--- src/rtl/fp_op_scheduler_if.sv ---
// Bundle between the FP op scheduler and its opcode FIFO, FP units
// and result FIFO. The scheduler is the master side.
interface fp_op_scheduler_if;
   logic        op_empty;
   logic [2:0]  op_opcode;
   logic [31:0] op_a;
   logic [31:0] op_b;
   logic        op_pop;

   logic [31:0] unit_a;
   logic [31:0] unit_b;
   logic        add_start;
   logic        add_sub;
   logic        mul_start;
   logic        sine_start;
   logic        sine_cos;

   logic        add_done;
   logic        mul_done;
   logic        sine_done;
   logic        add_overflow;
   logic        mul_overflow;
   logic [31:0] add_result;
   logic [31:0] mul_result;
   logic [31:0] sine_result;

   logic        res_full;
   logic        res_push;
   logic [31:0] res_data;
   logic [1:0]  res_flags;

   modport master (
      input  op_empty, op_opcode, op_a, op_b,
      output op_pop,
      output unit_a, unit_b,
      output add_start, add_sub,
      output mul_start, sine_start, sine_cos,
      input  add_done, mul_done, sine_done,
      input  add_overflow, mul_overflow,
      input  add_result, mul_result, sine_result,
      input  res_full,
      output res_push, res_data, res_flags
   );

   modport slave (
      output op_empty, op_opcode, op_a, op_b,
      input  op_pop,
      input  unit_a, unit_b,
      input  add_start, add_sub,
      input  mul_start, sine_start, sine_cos,
      output add_done, mul_done, sine_done,
      output add_overflow, mul_overflow,
      output add_result, mul_result, sine_result,
      output res_full,
      input  res_push, res_data, res_flags
   );
endinterface

--- src/rtl/fp_op_scheduler.sv ---
// In-order single-outstanding dispatcher for the FP add/mul/sine units,
// with a watchdog that turns a hung unit into a NaN error result.
module fp_op_scheduler #(
   parameter int unsigned TIMEOUT_CYCLES = 64,
   parameter logic [31:0] NAN_VALUE = 32'h7FC00000
) (
   input  logic              clk,
   input  logic              n_rst,
   fp_op_scheduler_if.master bus,
   output logic              busy,
   output logic [15:0]       op_count
);

   localparam logic [15:0] WD_LAST = 16'(TIMEOUT_CYCLES - 1);

   typedef enum logic [1:0] {IDLE, ISSUE, WAIT, PUSH} state_t;

   state_t      state;
   logic [2:0]  opc;
   logic [15:0] wd;

   logic        in_add, in_mul, in_sin;
   logic        is_add, is_mul, is_sin, is_legal;
   logic        sel_done, sel_ovf;
   logic [31:0] sel_res;

   assign in_add = bus.op_opcode[2:1] == 2'b00;
   assign in_mul = bus.op_opcode == 3'b010;
   assign in_sin = bus.op_opcode == 3'b011
                || bus.op_opcode == 3'b100;

   assign is_add   = opc[2:1] == 2'b00;
   assign is_mul   = opc == 3'b010;
   assign is_sin   = opc == 3'b011 || opc == 3'b100;
   assign is_legal = is_add || is_mul || is_sin;

   assign bus.op_pop   = state == IDLE && !bus.op_empty;
   assign bus.res_push = state == PUSH && !bus.res_full;
   assign busy         = state != IDLE;

   // only the unit that was started may complete the op
   always_comb begin
      sel_done = 1'b0;
      sel_ovf  = 1'b0;
      sel_res  = '0;
      unique case (1'b1)
         is_add: begin
            sel_done = bus.add_done;
            sel_ovf  = bus.add_overflow;
            sel_res  = bus.add_result;
         end
         is_mul: begin
            sel_done = bus.mul_done;
            sel_ovf  = bus.mul_overflow;
            sel_res  = bus.mul_result;
         end
         is_sin: begin
            sel_done = bus.sine_done;
            sel_res  = bus.sine_result;
         end
         default: ;
      endcase
   end

   always_ff @(posedge clk or negedge n_rst) begin
      if (!n_rst) begin
         state          <= IDLE;
         opc            <= '0;
         wd             <= '0;
         op_count       <= '0;
         bus.unit_a     <= '0;
         bus.unit_b     <= '0;
         bus.add_sub    <= 1'b0;
         bus.sine_cos   <= 1'b0;
         bus.add_start  <= 1'b0;
         bus.mul_start  <= 1'b0;
         bus.sine_start <= 1'b0;
         bus.res_data   <= '0;
         bus.res_flags  <= '0;
      end else begin
         bus.add_start  <= 1'b0;
         bus.mul_start  <= 1'b0;
         bus.sine_start <= 1'b0;
         unique case (state)
            IDLE: begin
               if (!bus.op_empty) begin
                  opc            <= bus.op_opcode;
                  bus.unit_a     <= bus.op_a;
                  bus.unit_b     <= bus.op_b;
                  bus.add_sub    <= bus.op_opcode == 3'b001;
                  bus.sine_cos   <= bus.op_opcode == 3'b100;
                  bus.add_start  <= in_add;
                  bus.mul_start  <= in_mul;
                  bus.sine_start <= in_sin;
                  state          <= ISSUE;
               end
            end
            ISSUE: begin
               if (is_legal) begin
                  wd    <= '0;
                  state <= WAIT;
               end else begin
                  bus.res_data  <= NAN_VALUE;
                  bus.res_flags <= 2'b10;
                  state         <= PUSH;
               end
            end
            WAIT: begin
               // done beats a same-cycle watchdog expiry
               if (sel_done) begin
                  bus.res_data  <= sel_res;
                  bus.res_flags <= {1'b0, sel_ovf};
                  state         <= PUSH;
               end else if (wd == WD_LAST) begin
                  bus.res_data  <= NAN_VALUE;
                  bus.res_flags <= 2'b10;
                  state         <= PUSH;
               end else begin
                  wd <= wd + 16'd1;
               end
            end
            PUSH: begin
               if (!bus.res_full) begin
                  op_count <= op_count + 16'd1;
                  state    <= IDLE;
               end
            end
            default: state <= IDLE;
         endcase
      end
   end

endmodule

--- src/flat_wrapper.sv ---
// flat-port wrapper written by rule: the top's interface ports become plain ports
module fp_op_scheduler_flat 
#(
   parameter int unsigned TIMEOUT_CYCLES = 64,
   parameter logic [31:0] NAN_VALUE = 32'h7FC00000
)
  (clk, n_rst, busy, op_count, bus_op_empty, bus_op_opcode, bus_op_a, bus_op_b, bus_op_pop, bus_unit_a, bus_unit_b, bus_add_start, bus_add_sub, bus_mul_start, bus_sine_start, bus_sine_cos, bus_add_done, bus_mul_done, bus_sine_done, bus_add_overflow, bus_mul_overflow, bus_add_result, bus_mul_result, bus_sine_result, bus_res_full, bus_res_push, bus_res_data, bus_res_flags);
  fp_op_scheduler_if bus_i ();
  input  logic clk;
  input  logic n_rst;
  output logic busy;
  output logic [15:0] op_count;
  input wire logic [$bits(bus_i.op_empty)-1:0] bus_op_empty;
  input wire logic [$bits(bus_i.op_opcode)-1:0] bus_op_opcode;
  input wire logic [$bits(bus_i.op_a)-1:0] bus_op_a;
  input wire logic [$bits(bus_i.op_b)-1:0] bus_op_b;
  output wire logic [$bits(bus_i.op_pop)-1:0] bus_op_pop;
  output wire logic [$bits(bus_i.unit_a)-1:0] bus_unit_a;
  output wire logic [$bits(bus_i.unit_b)-1:0] bus_unit_b;
  output wire logic [$bits(bus_i.add_start)-1:0] bus_add_start;
  output wire logic [$bits(bus_i.add_sub)-1:0] bus_add_sub;
  output wire logic [$bits(bus_i.mul_start)-1:0] bus_mul_start;
  output wire logic [$bits(bus_i.sine_start)-1:0] bus_sine_start;
  output wire logic [$bits(bus_i.sine_cos)-1:0] bus_sine_cos;
  input wire logic [$bits(bus_i.add_done)-1:0] bus_add_done;
  input wire logic [$bits(bus_i.mul_done)-1:0] bus_mul_done;
  input wire logic [$bits(bus_i.sine_done)-1:0] bus_sine_done;
  input wire logic [$bits(bus_i.add_overflow)-1:0] bus_add_overflow;
  input wire logic [$bits(bus_i.mul_overflow)-1:0] bus_mul_overflow;
  input wire logic [$bits(bus_i.add_result)-1:0] bus_add_result;
  input wire logic [$bits(bus_i.mul_result)-1:0] bus_mul_result;
  input wire logic [$bits(bus_i.sine_result)-1:0] bus_sine_result;
  input wire logic [$bits(bus_i.res_full)-1:0] bus_res_full;
  output wire logic [$bits(bus_i.res_push)-1:0] bus_res_push;
  output wire logic [$bits(bus_i.res_data)-1:0] bus_res_data;
  output wire logic [$bits(bus_i.res_flags)-1:0] bus_res_flags;
  assign bus_i.op_empty = bus_op_empty;
  assign bus_i.op_opcode = bus_op_opcode;
  assign bus_i.op_a = bus_op_a;
  assign bus_i.op_b = bus_op_b;
  assign bus_op_pop = bus_i.op_pop;
  assign bus_unit_a = bus_i.unit_a;
  assign bus_unit_b = bus_i.unit_b;
  assign bus_add_start = bus_i.add_start;
  assign bus_add_sub = bus_i.add_sub;
  assign bus_mul_start = bus_i.mul_start;
  assign bus_sine_start = bus_i.sine_start;
  assign bus_sine_cos = bus_i.sine_cos;
  assign bus_i.add_done = bus_add_done;
  assign bus_i.mul_done = bus_mul_done;
  assign bus_i.sine_done = bus_sine_done;
  assign bus_i.add_overflow = bus_add_overflow;
  assign bus_i.mul_overflow = bus_mul_overflow;
  assign bus_i.add_result = bus_add_result;
  assign bus_i.mul_result = bus_mul_result;
  assign bus_i.sine_result = bus_sine_result;
  assign bus_i.res_full = bus_res_full;
  assign bus_res_push = bus_i.res_push;
  assign bus_res_data = bus_i.res_data;
  assign bus_res_flags = bus_i.res_flags;
  fp_op_scheduler #(.TIMEOUT_CYCLES(TIMEOUT_CYCLES), .NAN_VALUE(NAN_VALUE)) u_core (.clk(clk), .n_rst(n_rst), .bus(bus_i), .busy(busy), .op_count(op_count));
endmodule
--- config.mk ---
export PLATFORM = sky130hd
export DESIGN_NAME = fp_op_scheduler_flat
export DESIGN_NICKNAME = d
export VERILOG_FILES = /design/src/rtl/fp_op_scheduler_if.sv /design/src/rtl/fp_op_scheduler.sv /design/src/flat_wrapper.sv
export SDC_FILE = /design/constraint.sdc
export NUM_CORES = 1
export LEC_CHECK = 0
export CAP_MARGIN = 15
export CELL_PAD_IN_SITES_DETAIL_PLACEMENT = 1
export CELL_PAD_IN_SITES_GLOBAL_PLACEMENT = 2
export CORE_AREA = 2 2 183 185
export DETAILED_ROUTE_END_ITERATION = 12
export DIE_AREA = 0 0 185 187
export GPL_TIMING_DRIVEN = 0
export PLACE_DENSITY_LB_ADDON = 0.05
export SETUP_SLACK_MARGIN = 0.4
export SLEW_MARGIN = 20
export SYNTH_ARGS = -nofsm -noshare
export SYNTH_HDL_FRONTEND = slang
export SYNTH_SLANG_ARGS = --single-unit
export TNS_END_PERCENT = 100
--- constraint.sdc ---
create_clock -name clk -period 2.1 [get_ports clk]
set_input_delay 0.21 -clock clk [delete_from_list [all_inputs] [get_ports clk]]
set_output_delay 0.21 -clock clk [all_outputs]
set_load 0.03 [all_outputs]
==> results of run 1 <==
==> what timing repair did <==
item,4_1_cts,5_1_grt
hold endpoints to repair,56,0
gates resized for setup,214,164
buffers inserted,46,17
setup endpoints to repair,238,141
pin swaps,17,39
hold buffers,1,0
cloned,2,3
==> kinds of logic (layout without fill, tap and decap cells) <==
logic type	after synthesis	after routing	share of synthesized area (%)
simple gates	366	366	22.6
buf+inv	55	449	3.19
xor+xnor	15	15	1.95
other cells	0	2	0
compound gates	134	134	13.6
flops	140	140	51.9
fa+ha+maj	6	6	1.11
mux	38	38	5.71
==> synth_stat cells, drive strengths merged (3+ instances only) <==
library cell / instances / area (µm²)
o211ai: 6 / 45.0
o21ai: 5 / 25.0
inv: 7 / 26.3
mux2i: 34 / 340
or4: 7 / 52.6
nor2: 44 / 165
dfrtp: 140 / 3500
xor2: 4 / 35.0
nand4: 5 / 31.3
a22o: 5 / 43.8
clkbuf: 35 / 131
or3: 3 / 18.8
mux2: 4 / 45.0
nor3: 4 / 20.0
a211oi: 35 / 263
xnor2: 11 / 96.3
a2bb2oi: 9 / 78.8
o31ai: 25 / 188
a21oi: 39 / 195
and3: 6 / 37.5
buf: 13 / 57.6
nand2: 258 / 968
nand3: 25 / 125
ha: 6 / 75.1
==> through the flow <==
step	hold WS (ps)	cells
6_report	268	1598
5_1_grt	274	1597
4_1_cts	269	1576
3_5_place_dp	179	1496
3_3_place_gp	457	1495
2_1_floorplan	-85.6	754
==> final timing paths <==
path | startpoint | end | slack (ps)
min in group clk | bus_op_a[0] | u_core.bus.unit_a[0]$_DFFE_PN0P_ | 290
worst max-delay path | u_core.opc[0]$_DFFE_PN0P_ | u_core.wd[9]$_DFFE_PN0P_ | 10
worst min register to register | u_core.bus.unit_a[19]$_DFFE_PN0P_ | u_core.bus.unit_a[19]$_DFFE_PN0P_ | 470
worst min-delay path | n_rst | u_core.bus.res_data[16]$_DFFE_PN0P_ | 270
worst max register to register | u_core.opc[0]$_DFFE_PN0P_ | u_core.wd[9]$_DFFE_PN0P_ | 10
max in group asynchronous | n_rst | u_core.wd[0]$_DFFE_PN0P_ | 1000
==> layer usage <==
layer / wire length (µm) / global-route usage (%)
met5: 13 / 0
met4: 374 / 4.76
met2: 13700 / 26.9
met3: 2630 / 7.75
met1: 12000 / 20.1
==> critical path, delay by kind of cell, from the launching register on <==
kind	cells	cell delay, ps
multiplexers	1	230
flip-flops	1	380
buffers and inverters	1	150
AO/OA/AOI/OAI	2	310
AND/OR/NAND/NOR	3	970
==> power by group through the flow <==
stage | clock network, µW | registers (µW) | logic [µW]
after floorplan | 0 | 6010 | 3440
after global placement | 0 | 4250 | 9000
after detailed placement | 0 | 4270 | 9000
after CTS | 3190 | 4200 | 9750
after global routing | 3310 | 4430 | 12100
final | 3060 | 4290 | 11100
==> final cells by class <==
class	instances	area, µm²	share of cell area (%)
timing repair buffer	363	3560	28.7
sequential	140	3510	28.3
clock buffer	18	439	3.53
multi-input combinational	559	3780	30.4
tap	448	561	4.51
antenna	2	5.00	0.0403
clock inverter	13	140	1.13
inverter	7	28.8	0.232
buffer	48	403	3.24
==> registers in the layout, summed over array words and instances, names as in the netlist, 2 cells and up <==
| register | flops |
|---|---|
| u_core.bus.res_data | 32 |
| u_core.bus.unit_a | 32 |
| u_core.bus.unit_b | 32 |
| u_core.op_count | 16 |
| u_core.wd | 16 |
| u_core.opc | 3 |
| u_core.bus.res_flags | 2 |
| u_core.state | 2 |
==> Implementation_results.wiki, run 1 <==
{| class="wikitable"
! Metric !! Value
|-
| Delay of the slowest cell on the worst path || 470 ps
|-
| Post-placement worst setup slack || -692 ps
|-
| Cell area after synthesis || 6750 µm²
|-
| Router iterations before antenna repair || 4
|-
| Outcome || finished clean
|-
| Number of failing setup endpoints in the final timing report || 0
|-
| Die width || 185 µm
|-
| Signal arrival time at the worst endpoint || 2470 ps
|-
| Synthesized netlist cell count || 754
|-
| Via density per instance || 4.38
|-
| Quantity of I/O buffers inserted on ports || 293
|-
| DP HPWL || 19.8 mm
|-
| Sequential power share || 23.2%
|-
| Clock Tree Root || sky130_fd_sc_hd__clkbuf_16
|-
| Final core occ || 37.8%
|-
| Chain of cells forming the critical path || mux2i_1 > a211oi_2 > a21o_1 > or4_4 > buf_6 > or4_4 > nand3_2
|-
| Worst Path Max Fanout || 5
|-
| Total of fill cells in the finished design || 3766
|-
| Area grow syn2layout || 84.0%
|-
| Antenna violations before repair || 3
|-
| Post-route antenna net violation count || 0
|-
| Boundary pin count || 294
|-
| Internal power || 10100 µW
|-
| Design Area, Final || 12400 µm²
|-
| Total grt overflow || 0
|-
| Total negative slack || 0 ps
|-
| Worst Setup Start Kind || register
|-
| CTS clock-pin slew for the worst setup and hold paths || 60 ps
|-
| Total track usage || 16.8%
|-
| Tightest Pin Transition || 618 ps
|-
| Mean Syn Cell Area || 8.96 µm²
|-
| Post-synthesis sequential element count || 140
|-
| Slew Limit Headroom || 58.8%
|-
| Weighted congestion reported at the end of routability-driven placement || 0.712
|-
| Drt drc || 0
|-
| First-pass GRT wire length || 44.5 mm
|-
| Core footprint || 32900 µm²
|-
| # Max-Cap Violations || 0
|-
| Static power due to leakage || 0.00603 µW
|-
| Number of pins exceeding their max-slew limit in the final report || 0
|-
| Total Die Area || 34600 µm²
|-
| Syn Nets || 932
|-
| Routed wire length per instance || 18.0 µm
|-
| Fraction of registers with async set/reset || 100%
|-
| Number of buffers created by CTS || 17
|-
| Cell seen most often among critical-path stages || sky130_fd_sc_hd__or4_4
|-
| Initial core utilization || 20.5%
|-
| Highest attainable clock frequency || 479 MHz
|-
| Yosys cell types || 44
|-
| Slowest-stage cell, CP || sky130_fd_sc_hd__or4_4
|-
| Fin crit period || 2090 ps
|-
| Maximum number of pins on one net before global-route repair || 85
|-
| Category of the critical setup timing path || reg2reg
|-
| Warnings from Yosys || 0
|-
| Number of flops mapped to enable cells by yosys || 0
|-
| Switch Pwr || 8430 µW
|-
| Most used flip-flop cell after synthesis || sky130_fd_sc_hd__dfrtp_1
|-
| Leading cell types in the layout, fill and taps excluded || sky130_fd_sc_hd__nand2_1 (234), sky130_fd_sc_hd__clkdlybuf4s50_1 (170), sky130_fd_sc_hd__dfrtp_1 (134)
|-
| Clk Latency, worst-skew pair || 440 ps
|-
| CTS tree || done
|-
| Clock group share of total power || 16.6%
|-
| Unrepaired setup endpoints after global routing || yes
|-
| HP Class || in2async
|-
| Worst reg2reg path depth || 7
|-
| Total Power Consumption || 18500 µW
|-
| Period utilisation layout || 99.5%
|-
| Clock Sinks || 140
|-
| Instance area at placement || 10400 µm²
|-
| Final Hold Fails || 0
|-
| Share of total power consumed by net switching || 45.6%
|-
| Via count || 6992
|-
| DRC marker count from the first detailed-route iteration || 205
|-
| Share of the yosys chip area belonging to registers || 51.9%
|-
| Pwr dens || 1490 nW/µm²
|-
| Number of cell rows || 67
|-
| Number of nets in the layout || 1314
|-
| Total wire length || 28.8 mm
|-
| Setup slack of the critical path after layout || 10.7 ps
|-
| Buffers from clock root to sink, at most || 2
|-
| Die height || 187 µm
|-
| Setup clock skew after layout || 10.7 ps
|-
| Crit path capture type || register
|-
| Number of global-route vias before repair || 7671
|-
| Share of final-layout standard cells stronger than drive strength 1 || 23.6%
|-
| Maximum vdd ir drop || 0.964 mV
|-
| Data required time of the critical path || 2480 ps
|-
| Relative contribution of combinational cells to total power || 60.2%
|-
| H-Tree Level Count || 4
|-
| Most common cell after layout, fill and taps aside || sky130_fd_sc_hd__nand2_1
|}
No activity file was read; power rests on OpenSTA's default activity.
==> inputs of run 2 (changes only) <==
CORE_AREA = 8 8 189 191   (was 2 2 183 185)
DIE_AREA = 0 0 197 199   (was 0 0 185 187)
SKIP_CTS_REPAIR_TIMING = 1   (was default)
==> run 2 against run 1 <==
Against the previous run: design area rose by 2.2%; die area rose by 13%; critical path depth rose by 3; wire length rose by 6.0%; the run now ends with negative setup slack left; utilization rose by 0.83 points; clock-buffer cell count rose by 1; non-clock buffer count fell by 19; hold slack improved by 46 ps; register-to-register slack got worse by 110 ps; combinational power rose by 5%; sequential cell count did not move; cell count fell by 1.3%.
==> Implementation_results.wiki, run 2 (synthesis results as in run 1) <==
{| class="wikitable"
! Metric !! Value
|-
| Outcome || finished, violations left (was finished clean)
|-
| Violated checks || negative setup slack
|-
| Chain of cells forming the critical path || buf_4 > buf_6 > buf_12 > buf_4 > o211ai_1 > buf_4 > nand3_4 > buf_8 > or4_1 > nand3_1 (was mux2i_1 > a211oi_2 > a21o_1 > or4_4 > buf_6 > or4_4 > nand3_2)
|-
| Clock Sinks || 140 (unchanged)
|-
| Cells on Worst Hold Path || 3
|-
| Reg2Reg Setup Slack || -100 ps (was 10 ps)
|-
| DRC marker count from the first detailed-route iteration || 196 (was 205)
|-
| Number of buffers created by CTS || 17 (unchanged)
|-
| Router iterations before antenna repair || 4 (unchanged)
|-
| Number of nets in the layout || 1296 (was 1314)
|-
| Delay of the slowest cell on the worst path || 490 ps (was 470 ps)
|-
| Static power due to leakage || 0.00691 µW (was 0.00603 µW)
|-
| H-Tree Level Count || 4 (unchanged)
|-
| R2r endpoint || u_core.wd[4]$_DFFE_PN0P_ (was u_core.wd[9]$_DFFE_PN0P_)
|-
| Maximum number of pins on one net before global-route repair || 84 (was 85)
|-
| Via density per instance || 4.35 (was 4.38)
|-
| Quantity of I/O buffers inserted on ports || 293 (unchanged)
|-
| Signal arrival time at the worst endpoint || 2560 ps (was 2470 ps)
|-
| Total negative slack || -411 ps (was 0 ps)
|-
| Clk Latency, worst-skew pair || 420 ps (was 440 ps)
|-
| Total of fill cells in the finished design || 3636 (was 3766)
|-
| Share of final-layout standard cells stronger than drive strength 1 || 21.2% (was 23.6%)
|-
| Total grt overflow || 0 (unchanged)
|-
| Slew Limit Headroom || 61.1% (was 58.8%)
|-
| Clock Tree Root || sky130_fd_sc_hd__clkbuf_16 (unchanged)
|-
| Endpoint of the worst hold path || u_core.bus.unit_a[15]$_DFFE_PN0P_
|-
| Worst reg2reg path depth || 10 (was 7)
|-
| Area grow syn2layout || 88.1% (was 84.0%)
|-
| Data required time of the critical path || 2460 ps (was 2480 ps)
|-
| Total track usage || 14.8% (was 16.8%)
|-
| Boundary pin count || 294 (unchanged)
|-
| Total Die Area || 39200 µm² (was 34600 µm²)
|-
| Worst path buffer plus inverter count || 6 (was 1)
|-
| Weighted congestion reported at the end of routability-driven placement || 0.705 (was 0.712)
|-
| Worst Path Max Fanout || 5 (unchanged)
|-
| Die width || 197 µm (was 185 µm)
|-
| Pwr dens || 1500 nW/µm² (was 1490 nW/µm²)
|-
| FF-to-FF Start || u_core.opc[0]$_DFFE_PN0P_ (unchanged)
|-
| Fin crit period || 2200 ps (was 2090 ps)
|-
| Buffers from clock root to sink, at most || 2 (unchanged)
|-
| Total Power Consumption || 19000 µW (was 18500 µW)
|-
| Drt drc || 0 (unchanged)
|-
| Unrepaired setup endpoints after global routing || yes (unchanged)
|-
| Worst Setup Start Kind || register (unchanged)
|-
| Final Hold Fails || 0 (unchanged)
|-
| Number of pins exceeding their max-slew limit in the final report || 0 (unchanged)
|-
| HP Class || in2reg (was in2async)
|-
| Number of cell rows || 67 (unchanged)
|-
| Setup clock skew after layout || 8.45 ps (was 10.7 ps)
|-
| Tightest Pin Transition || 584 ps (was 618 ps)
|-
| CTS clock-pin slew for the worst setup and hold paths || 60 ps (about the same)
|-
| CTS tree || done (unchanged)
|-
| Most common cell after layout, fill and taps aside || sky130_fd_sc_hd__nand2_1 (unchanged)
|-
| Maximum vdd ir drop || 0.801 mV (was 0.964 mV)
|-
| Top Registers || u_core.bus.res_data x32, u_core.bus.unit_a x32, u_core.bus.unit_b x32 (unchanged)
|-
| Routed wire length per instance || 19.3 µm (was 18.0 µm)
|-
| Initial core utilization || 20.5% (unchanged)
|-
| Core footprint || 32900 µm² (unchanged)
|-
| Leading cell types in the layout, fill and taps excluded || sky130_fd_sc_hd__nand2_1 (236), sky130_fd_sc_hd__clkdlybuf4s50_1 (173), sky130_fd_sc_hd__dfrtp_1 (135) (was sky130_fd_sc_hd__nand2_1 (234), sky130_fd_sc_hd__clkdlybuf4s50_1 (170), sky130_fd_sc_hd__dfrtp_1 (134))
|-
| Post-route antenna net violation count || 0 (unchanged)
|-
| Setup slack of the critical path after layout || -100 ps (was 10.7 ps)
|-
| Period utilisation layout || 105% (was 99.5%)
|-
| Category of cells accounting for the largest share of critical-path delay || buffers and inverters (was simple AND/OR/NAND/NOR gates)
|-
| Total wire length || 30.5 mm (was 28.8 mm)
|-
| DP HPWL || 21.8 mm (was 19.8 mm)
|-
| Antenna violations before repair || 4 (was 3)
|-
| Hold Crit Start || bus_op_a[15]
|-
| Slowest-stage cell, CP || sky130_fd_sc_hd__or4_1 (was sky130_fd_sc_hd__or4_4)
|-
| Number of failing setup endpoints in the final timing report || 7 (was 0)
|-
| Number of global-route vias before repair || 7224 (was 7671)
|-
| First-pass GRT wire length || 44.7 mm (was 44.5 mm)
|-
| Cell seen most often among critical-path stages || sky130_fd_sc_hd__buf_4 (was sky130_fd_sc_hd__or4_4)
|-
| Category of the critical setup timing path || reg2reg (unchanged)
|-
| Crit path capture type || register (unchanged)
|-
| Die height || 199 µm (was 187 µm)
|-
| Via count || 6867 (was 6992)
|-
| Highest attainable clock frequency || 454 MHz (was 479 MHz)
|-
| # Max-Cap Violations || 0 (unchanged)
|}
## run 2: cell types whose count changed in the layout (fill, tap and decap cells not counted), sizes merged, moves of 2 or more
cell / change
buf: -20
dlymetal6s2s: +100
dlygate4sd2: -103
clkinv: -3
clkbuf: +2
clkdlybuf4s50: +3
## run 2: routing by layer
layer / global-route usage (%) / routed length (µm)
met1: 18.3 / 13000
met2: 23.5 / 14500
met3: 6.43 / 2630
met4: 3.40 / 285
met5: 0 / 29
## run 2: how the worst max path moves through the flow
stage                                         to  depth (start not counted)  slack, ps                   startpoint
2_1_floorplan           u_core.wd[9]$_DFFE_PN0P_                          7        100     u_core.wd[3]$_DFFE_PN0P_
3_5_place_dp           u_core.wd[14]$_DFFE_PN0P_                          7       -720                bus_sine_done
4_1_cts                               bus_op_pop                          6       -780  u_core.state[0]$_DFFE_PN0P_
5_1_grt                 u_core.wd[4]$_DFFE_PN0P_                         10       -180    u_core.opc[0]$_DFFE_PN0P_
6_report                u_core.wd[4]$_DFFE_PN0P_                         10       -100    u_core.opc[0]$_DFFE_PN0P_
3_3_place_gp   u_core.bus.unit_a[14]$_DFFE_PN0P_                          1      -5940                        n_rst
## run 2: worst reg2reg max path: cells and delay by family (launching register included)
kind,cells,cell delay (ps)
DFF,1,420
and+or+nand+nor,3,700
AOI/OAI and AO/OA,1,160
buffers and inverters,6,850
## run 2: power by group
part           switching [µW]  internal, µW
registers                 600          3670
logic                    6640          5030
clock network            1240          1850
## run 2: layout make-up
class | count | area [µm²] | share of cell area [%]
Clock buffer | 19 | 433 | 3.41
Sequential cell | 140 | 3510 | 27.6
Tap cell | 448 | 561 | 4.41
Multi-Input combinational cell | 560 | 3780 | 29.8
Timing Repair Buffer | 344 | 3820 | 30.1
Buffer | 48 | 422 | 3.32
Inverter | 7 | 26.3 | 0.207
Clock inverter | 10 | 143 | 1.12
Antenna cell | 2 | 5.00 | 0.0394
## run 2: metrics by stage
stage	utilization [%]	worst slack [ps]	hold slack (ps)	instances	instance area, µm²
finish	38.6	-100	314	1578	12700
detailed placement	31.6	-718	194	1496	10400
global route	38.6	-183	308	1577	12700
floorplan	-	104	-85.6	754	6870
global placement	31.5	-5940	456	1495	10400
CTS	33.4	-777	-268	1525	11000
